--- src/rtl/comparator_sequencer.sv ---
// Timing controller for a dynamic comparator: precharge/evaluate sequencing,
// 2-flop synchronised sampling and majority voting over VOTES decisions.
module comparator_sequencer #(
    parameter int SETTLE_CYC = 2,
    parameter int EVAL_CYC   = 3,
    parameter int VOTES      = 5
) (
    input  logic       clk,
    input  logic       rst,
    input  logic       start,
    input  logic       cont,
    input  logic       abort,
    input  logic       cmp_out,
    output logic       cmp_rst,
    output logic       cmp_en,
    output logic       busy,
    output logic       result,
    output logic [3:0] ones_cnt,
    output logic       unstable,
    output logic       result_valid
);

    typedef enum logic [1:0] {IDLE, RESET, EVAL, DONE} state_t;

    state_t     state;
    logic       sync1, sync2, sync_prev;
    logic [3:0] phase_cnt;
    logic [3:0] vote_cnt;
    logic [3:0] ones_acc;
    logic       unstable_acc;

    logic       last_eval;
    logic       last_vote;
    logic [3:0] ones_next;
    logic       unstable_next;

    // sync_prev holds sync2 from the previous cycle for the stability check
    always_ff @(posedge clk or posedge rst) begin
        if (rst) begin
            sync1     <= 1'b0;
            sync2     <= 1'b0;
            sync_prev <= 1'b0;
        end else begin
            sync1     <= cmp_out;
            sync2     <= sync1;
            sync_prev <= sync2;
        end
    end

    assign last_eval     = (state == EVAL) && (phase_cnt == 4'(EVAL_CYC - 1));
    assign last_vote     = ((5'(vote_cnt) + 5'd1) >= 5'(VOTES));
    assign ones_next     = ones_acc + {3'b000, sync2};
    assign unstable_next = unstable_acc | (sync2 != sync_prev);

    always_ff @(posedge clk or posedge rst) begin
        if (rst) begin
            state        <= IDLE;
            cmp_rst      <= 1'b1;
            cmp_en       <= 1'b0;
            busy         <= 1'b0;
            result       <= 1'b0;
            ones_cnt     <= 4'd0;
            unstable     <= 1'b0;
            result_valid <= 1'b0;
            phase_cnt    <= 4'd0;
            vote_cnt     <= 4'd0;
            ones_acc     <= 4'd0;
            unstable_acc <= 1'b0;
        end else begin
            result_valid <= 1'b0;
            if (abort && state != IDLE) begin
                // Abandon without touching the published result
                state     <= IDLE;
                cmp_rst   <= 1'b1;
                cmp_en    <= 1'b0;
                busy      <= 1'b0;
                phase_cnt <= 4'd0;
            end else begin
                case (state)
                    IDLE: begin
                        if (start && !abort) begin
                            state        <= RESET;
                            busy         <= 1'b1;
                            phase_cnt    <= 4'd0;
                            vote_cnt     <= 4'd0;
                            ones_acc     <= 4'd0;
                            unstable_acc <= 1'b0;
                        end
                    end
                    RESET: begin
                        if (phase_cnt == 4'(SETTLE_CYC - 1)) begin
                            state     <= EVAL;
                            cmp_rst   <= 1'b0;
                            cmp_en    <= 1'b1;
                            phase_cnt <= 4'd0;
                        end else begin
                            phase_cnt <= phase_cnt + 4'd1;
                        end
                    end
                    EVAL: begin
                        if (last_eval) begin
                            ones_acc     <= ones_next;
                            unstable_acc <= unstable_next;
                            vote_cnt     <= vote_cnt + 4'd1;
                            phase_cnt    <= 4'd0;
                            cmp_en       <= 1'b0;
                            cmp_rst      <= 1'b1;
                            if (last_vote) begin
                                state        <= DONE;
                                ones_cnt     <= ones_next;
                                result       <= (ones_next > 4'(VOTES / 2));
                                unstable     <= unstable_next;
                                result_valid <= 1'b1;
                            end else begin
                                state <= RESET;
                            end
                        end else begin
                            phase_cnt <= phase_cnt + 4'd1;
                        end
                    end
                    DONE: begin
                        if (cont) begin
                            state        <= RESET;
                            phase_cnt    <= 4'd0;
                            vote_cnt     <= 4'd0;
                            ones_acc     <= 4'd0;
                            unstable_acc <= 1'b0;
                        end else begin
                            state <= IDLE;
                            busy  <= 1'b0;
                        end
                    end
                    default: begin
                        state   <= IDLE;
                        busy    <= 1'b0;
                        cmp_rst <= 1'b1;
                        cmp_en  <= 1'b0;
                    end
                endcase
            end
        end
    end

endmodule
--- config.mk ---
export PLATFORM = sky130hd
export DESIGN_NAME = comparator_sequencer
export DESIGN_NICKNAME = d
export VERILOG_FILES = /design/src/rtl/comparator_sequencer.sv
export SDC_FILE = /design/constraint.sdc
export NUM_CORES = 1
export LEC_CHECK = 0
export CORE_MARGIN = 10
export CORE_UTILIZATION = 50
export DETAILED_ROUTE_END_ITERATION = 10
export PLACE_DENSITY = 0.71
export SLEW_MARGIN = 20
export SYNTH_ARGS = -nofsm -noshare
export SYNTH_HDL_FRONTEND = slang
export SYNTH_SLANG_ARGS = --single-unit
--- constraint.sdc ---
create_clock -name clk -period 2.4 [get_ports clk]
set_clock_uncertainty 0.15 [all_clocks]
set_input_delay 0.6 -clock clk [delete_from_list [all_inputs] [get_ports clk]]
set_output_delay 0.6 -clock clk [all_outputs]
set_load 0.01 [all_outputs]
==> run summary, run 1 <==
CTS tree -> yes
Post-CTS Setup Inserts -> 0
First-pass GRT wire length -> 5860 um
Fin worst setup slack -> 0.211 ns
Sequential area share after synthesis -> 43.5%
Mapped Cells -> 160
Clk buf depth -> 2
Setup violations, final -> 0
Nets -> 199
Diodes inserted -> 0
Total grt overflow -> 0
Hold-fix buffers at CTS -> 0
Share of the synthesized area in the top cell type -> 41.9%
Synthesized area per cell -> 10.1 um2
Vias in the first global route -> 1219
Required @ worst endpoint -> 2.50 ns
Min-delay src -> sync1
Worst skew pair latency -> 0.34 ns
Ports -> 16
Most used flip-flop cell after synthesis -> dfrtp_1
Num rows -> 20
Initial DRC Count -> 38
Pre-Repair DR Iteration Count -> 4
Worst Hold Class -> register to register
Largest net degree at the start of global routing -> 29
Syn_nets -> 178
Fillers -> 273
Lkg Pwr -> 0.813 nW
DR vias/cell -> 5.57
WP data arrival -> 2.29 ns
Initial antenna violation count -> 0
Mapped cell area -> 1610 um2
Core area -> 3080 um2
Tcrit/Tclk final -> 91.2%
FFs w/ async S/R, synth -> 100%
WL/cell -> 14.8 um
Routed WL -> 3320 um
Unrepaired setup endpoints after global routing -> no
Drc violations -> 0
EDFF count, synth -> 0
Placer congestion estimate -> 0.842
# port buffers -> 15
Status -> completed
Synth area leader -> dfrtp_1
Via count -> 1247
FF-to-FF Start -> state[1]
Die area -> 5900 um2
Fmax -> 457 MHz
Startpoint types -> register
Initial Util -> 52.4%
Synth area leaders -> dfrtp_1 (42%), ha_1 (9.3%), o21ai_0 (5.9%), mux2_2 (4.2%), inv_1 (3.0%)
Routed Antenna Nets -> 0
Final Core Density -> 61.6%
Synthesis Warnings -> 0
Max-cap violations -> 0
Crit Path Max Fanout -> 9
Share of layout cells above drive strength 1 -> 12.2%
Fin. max-slew vios -> 0
Final Total Pwr -> 2.10 mW
Fin. Hold Viols -> 0
Post-synthesis cell type count -> 43
Crit. End Element -> register
Max-Slew Margin vs Limit -> 76.0%
Post-layout min period -> 2.19 ns
Global Route Usage Sum -> 11.6%
CTS buffer count -> 3
Clock Tree Root -> clkbuf_4
Setup TNS -> 0 ns
Worst VDD drop -> 495 uV
Top post-synthesis cells by count -> dfrtp_1 (27), o21ai_0 (19), inv_1 (13), ha_1 (12), nand2_1 (10)
Die H -> 76.8 um
Yosys reg bits -> 28
Synthesis-to-layout area growth -> 17.6%
Post-DP HPWL -> 2470 um
Clock slew at reported path FFs -> 0.16 ns
CTS Sinks -> 28
Count leader, synth -> dfrtp_1
Post-place setup slack -> 0.0871 ns
DIE WIDTH -> 76.8 um
Worst-Margin Slew -> 0.360 ns
PD cells -> 1100 nW/um2
CTS H-Tree Depth -> 1
Worst Setup Path Type -> register to register
Launch point of the worst path -> state[1]
==> per-stage QoR <==
stage	cells	hold WS, ns	cell area, um2
finish	224	0.229	1900
global route	224	0.244	1900
CTS	224	0.231	1900
detailed placement	220	0.186	1840
global placement	220	0.192	1840
floorplan	160	0.181	1610
==> placed cells by master (no fill, tap or decap), drive strengths merged, types with 5 or more instances in the layout <==
| cell type | Yosys | layout |
|---|---|---|
| buf | 3 | 7 |
| clkdlybuf4s50 | 0 | 15 |
| dfrtp | 27 | 27 |
| ha | 12 | 12 |
| inv | 13 | 13 |
| mux2 | 6 | 6 |
| nand2 | 10 | 10 |
| nand2b | 7 | 7 |
| nand3 | 6 | 6 |
| nor3 | 5 | 5 |
| o21ai | 19 | 19 |
==> worst max-delay path: stages, from the launching register on <==
cell and delay, ns:
dfrtp_1 0.47, inv_1 0.15, ha_1 0.34, nand2b_1 0.30, o2111a_2 0.35, mux2_2 0.35
==> where the power goes <==
group          total, mW  switching (mW)  leakage, nW  internal [mW]
registers          0.744           0.129        0.366          0.615
clock network      0.318           0.148       0.0279          0.169
logic               1.03           0.546        0.419          0.488
total               2.10           0.824        0.813           1.27
==> flip-flops by register name, indices dropped and copies added, names as in the netlist <==
register      count
ones_acc          4
ones_cnt          4
phase_cnt         4
vote_cnt          4
state             2
busy              1
cmp_en            1
cmp_rst           1
result            1
result_valid      1
sync1             1
sync2             1
sync_prev         1
unstable          1
unstable_acc      1
==> cells by family after synthesis <==
| family | Yosys count | synth area share (%) |
|---|---|---|
| multiplexers | 7 | 4.81 |
| AND/OR/NAND/NOR | 45 | 16.4 |
| buffers and inverters | 19 | 4.73 |
| XOR/XNOR | 6 | 3.26 |
| adder cells (fa/ha/maj) | 12 | 9.31 |
| AO/OA/AOI/OAI | 43 | 18.0 |
| flip-flops | 28 | 43.5 |
==> path summary, 6_finish.rpt <==
kind                                     to  cells after the start  slack, ns
worst max-delay path            ones_cnt[2]                      5       0.21
worst min-delay path                  sync2                      0       0.23
worst max register to register  ones_cnt[2]                      5       0.21
worst min register to register        sync2                      0       0.23
max in group asynchronous           cmp_rst                      3       1.33
min in group asynchronous       ones_cnt[0]                      3       0.45
==> per-layer routing <==
metal | wire, um | up-vias | GRT usage (%)
li1 | - | 620 | -
met1 | 1560 | 606 | 14.9
met2 | 1650 | 19 | 19.3
met3 | 95 | 2 | 2.56
met4 | 19 | 0 | 2.23
met5 | 0 | - | 0
==> timing repair <==
item / CTS / global route
setup endpoints to repair: 0 / 4
endpoints found under the hold margin: 0 / 0
gates resized for setup: 0 / 1
==> cell type report <==
class	count	area (um2)	share of cell area (%)
Multi-Input combinational cell	113	836	44.1
Sequential cell	28	702	37.0
Timing Repair Buffer	22	203	10.7
Tap cell	44	55.1	2.90
Inverter	13	48.8	2.57
Clock inverter	1	30.0	1.58
Clock buffer	3	22.5	1.19
Note: power is estimated with default switching activity, not from simulation.
==> run 2, diff against run 1 <==
- GPL_TIMING_DRIVEN: not set -> 0
==> run summary, run 2 (synthesis results as in run 1) <==
Status -> completed (unchanged)
Fin. max-slew vios -> 0 (unchanged)
Commonest cells after routing, fill and taps aside -> dfrtp_1 (26), o21ai_0 (19), clkdlybuf4s50_1 (15) (was dfrtp_1 (27), o21ai_0 (19), clkdlybuf4s50_1 (15))
Num rows -> 20 (unchanged)
Drc violations -> 0 (unchanged)
Unrepaired setup endpoints after global routing -> no (unchanged)
Initial Util -> 52.4% (unchanged)
Share of layout cells above drive strength 1 -> 11.2% (was 12.2%)
Crit Path Max Fanout -> 10 (was 9)
Tcrit/Tclk final -> 94.1% (was 91.2%)
PD cells -> 1100 nW/um2 (about the same)
CTS Sinks -> 28 (unchanged)
Startpoint types -> register (unchanged)
Nets -> 198 (was 199)
Routed WL -> 3200 um (was 3320 um)
CTS H-Tree Depth -> 1 (unchanged)
CTS resizes -> 0 (unchanged)
# port buffers -> 15 (unchanged)
Global Route Usage Sum -> 10.8% (was 11.6%)
Setup violations, final -> 0 (unchanged)
Die H -> 76.8 um (unchanged)
Synthesis-to-layout area growth -> 16.2% (was 17.6%)
Max-cap violations -> 0 (unchanged)
Setup TNS -> 0 ns (unchanged)
Hold slack final -> 0.218 ns (was 0.229 ns)
Worst VDD drop -> 447 uV (was 495 uV)
Worst Setup Path Type -> register to register (unchanged)
Worst Hold Class -> register to register (unchanged)
Total grt overflow -> 0 (unchanged)
Initial DRC Count -> 57 (was 38)
Post-layout min period -> 2.26 ns (was 2.19 ns)
CTS buffer count -> 3 (unchanged)
Final instance area -> 1870 um2 (was 1900 um2)
Diodes inserted -> 0 (unchanged)
Fin. Hold Viols -> 0 (unchanged)
Worst skew pair latency -> 0.33 ns (was 0.34 ns)
Fmax -> 443 MHz (was 457 MHz)
DP Area -> 1820 um2 (was 1840 um2)
Die area -> 5900 um2 (unchanged)
Most common cell after layout, fill and taps aside -> dfrtp_1 (unchanged)
Crit. End Element -> register (unchanged)
Via count -> 1259 (was 1247)
WP data arrival -> 2.33 ns (was 2.29 ns)
Required @ worst endpoint -> 2.47 ns (was 2.50 ns)
Clk buf depth -> 2 (unchanged)
DIE WIDTH -> 76.8 um (unchanged)
Core area -> 3080 um2 (unchanged)
Clock slew at reported path FFs -> 0.15 ns (was 0.16 ns)
Placer congestion estimate -> 0.843 (was 0.842)
WL/cell -> 14.3 um (was 14.8 um)
Final Core Density -> 60.9% (was 61.6%)
DR vias/cell -> 5.65 (was 5.57)
Ports -> 16 (unchanged)
Hold-fix buffers at CTS -> 0 (unchanged)
Max-Slew Margin vs Limit -> 34.9% (was 76.0%)
First-pass GRT wire length -> 5470 um (was 5860 um)
Vias in the first global route -> 1225 (was 1219)
Largest net degree at the start of global routing -> 29 (unchanged)
Initial antenna violation count -> 0 (unchanged)
Routed Antenna Nets -> 0 (unchanged)
Worst-Margin Slew -> 0.971 ns (was 0.360 ns)
Lkg Pwr -> 0.799 nW (was 0.813 nW)
Post-DP HPWL -> 2420 um (was 2470 um)
Clock Tree Root -> clkbuf_4 (unchanged)
Pre-Repair DR Iteration Count -> 4 (unchanged)
Post-CTS Setup Inserts -> 0 (unchanged)
CTS tree -> yes (unchanged)
## run 2: per-stage QoR
stage	worst slack [ns]	cells	total power, mW
final	0.142	223	2.06
after global routing	0.00561	223	2.23
after CTS	0.0497	223	2.07
after detailed placement	-0.0939	219	1.76
after global placement	-0.0600	219	1.70
after floorplan	0.379	160	1.43
## run 2: layout make-up
cell class	instances	area, um2
fillers	262	1200
multi-input cells	113	837
flip-flops and latches	28	703
repair buffers	15	150
well taps	44	55.1
inverters	13	48.8
clock inverters	1	30.0
plain buffers	6	27.5
clock buffers	3	22.5
## run 2: worst max-delay path, cell delays in order (launching register included)
cell and delay [ns]:
dfrtp_1 0.47, inv_1 0.13, ha_1 0.19, clkbuf_2 0.17, or3_1 0.38, nand4b_2 0.22
nand2b_1 0.13, buf_2 0.18, o211ai_1 0.13
## run 2: where the power goes
group | switching [mW] | internal [mW] | total, mW
registers | 0.137 | 0.617 | 0.754
clock network | 0.141 | 0.169 | 0.310
logic | 0.535 | 0.456 | 0.991
total | 0.813 | 1.24 | 2.06
## run 2: final timing paths
path                          start     endpoint  slack, ns  depth (start not counted)
setup / recovery           state[1]  vote_cnt[2]       0.14                          8
hold / removal                sync1        sync2       0.22                          0
setup reg to reg           state[1]  vote_cnt[2]       0.14                          8
hold reg to reg               sync1        sync2       0.22                          0
max in group asynchronous       rst     state[0]       1.11                          2
min in group asynchronous       rst  ones_cnt[1]       0.49                          2
## run 2: per-layer routing
layer	GRT usage, %	wire length, um	vias to the layer above
li1	-	-	615
met1	13.1	1410	614
met2	18.4	1600	25
met3	2.21	145	5
met4	3.53	40	0
met5	0	0	-
==> run 3, diff against run 2 <==
- ABC_AREA: not set -> 0
==> results of run 3 <==
The final DEF is identical to that of run 2; final timing and power are the same.
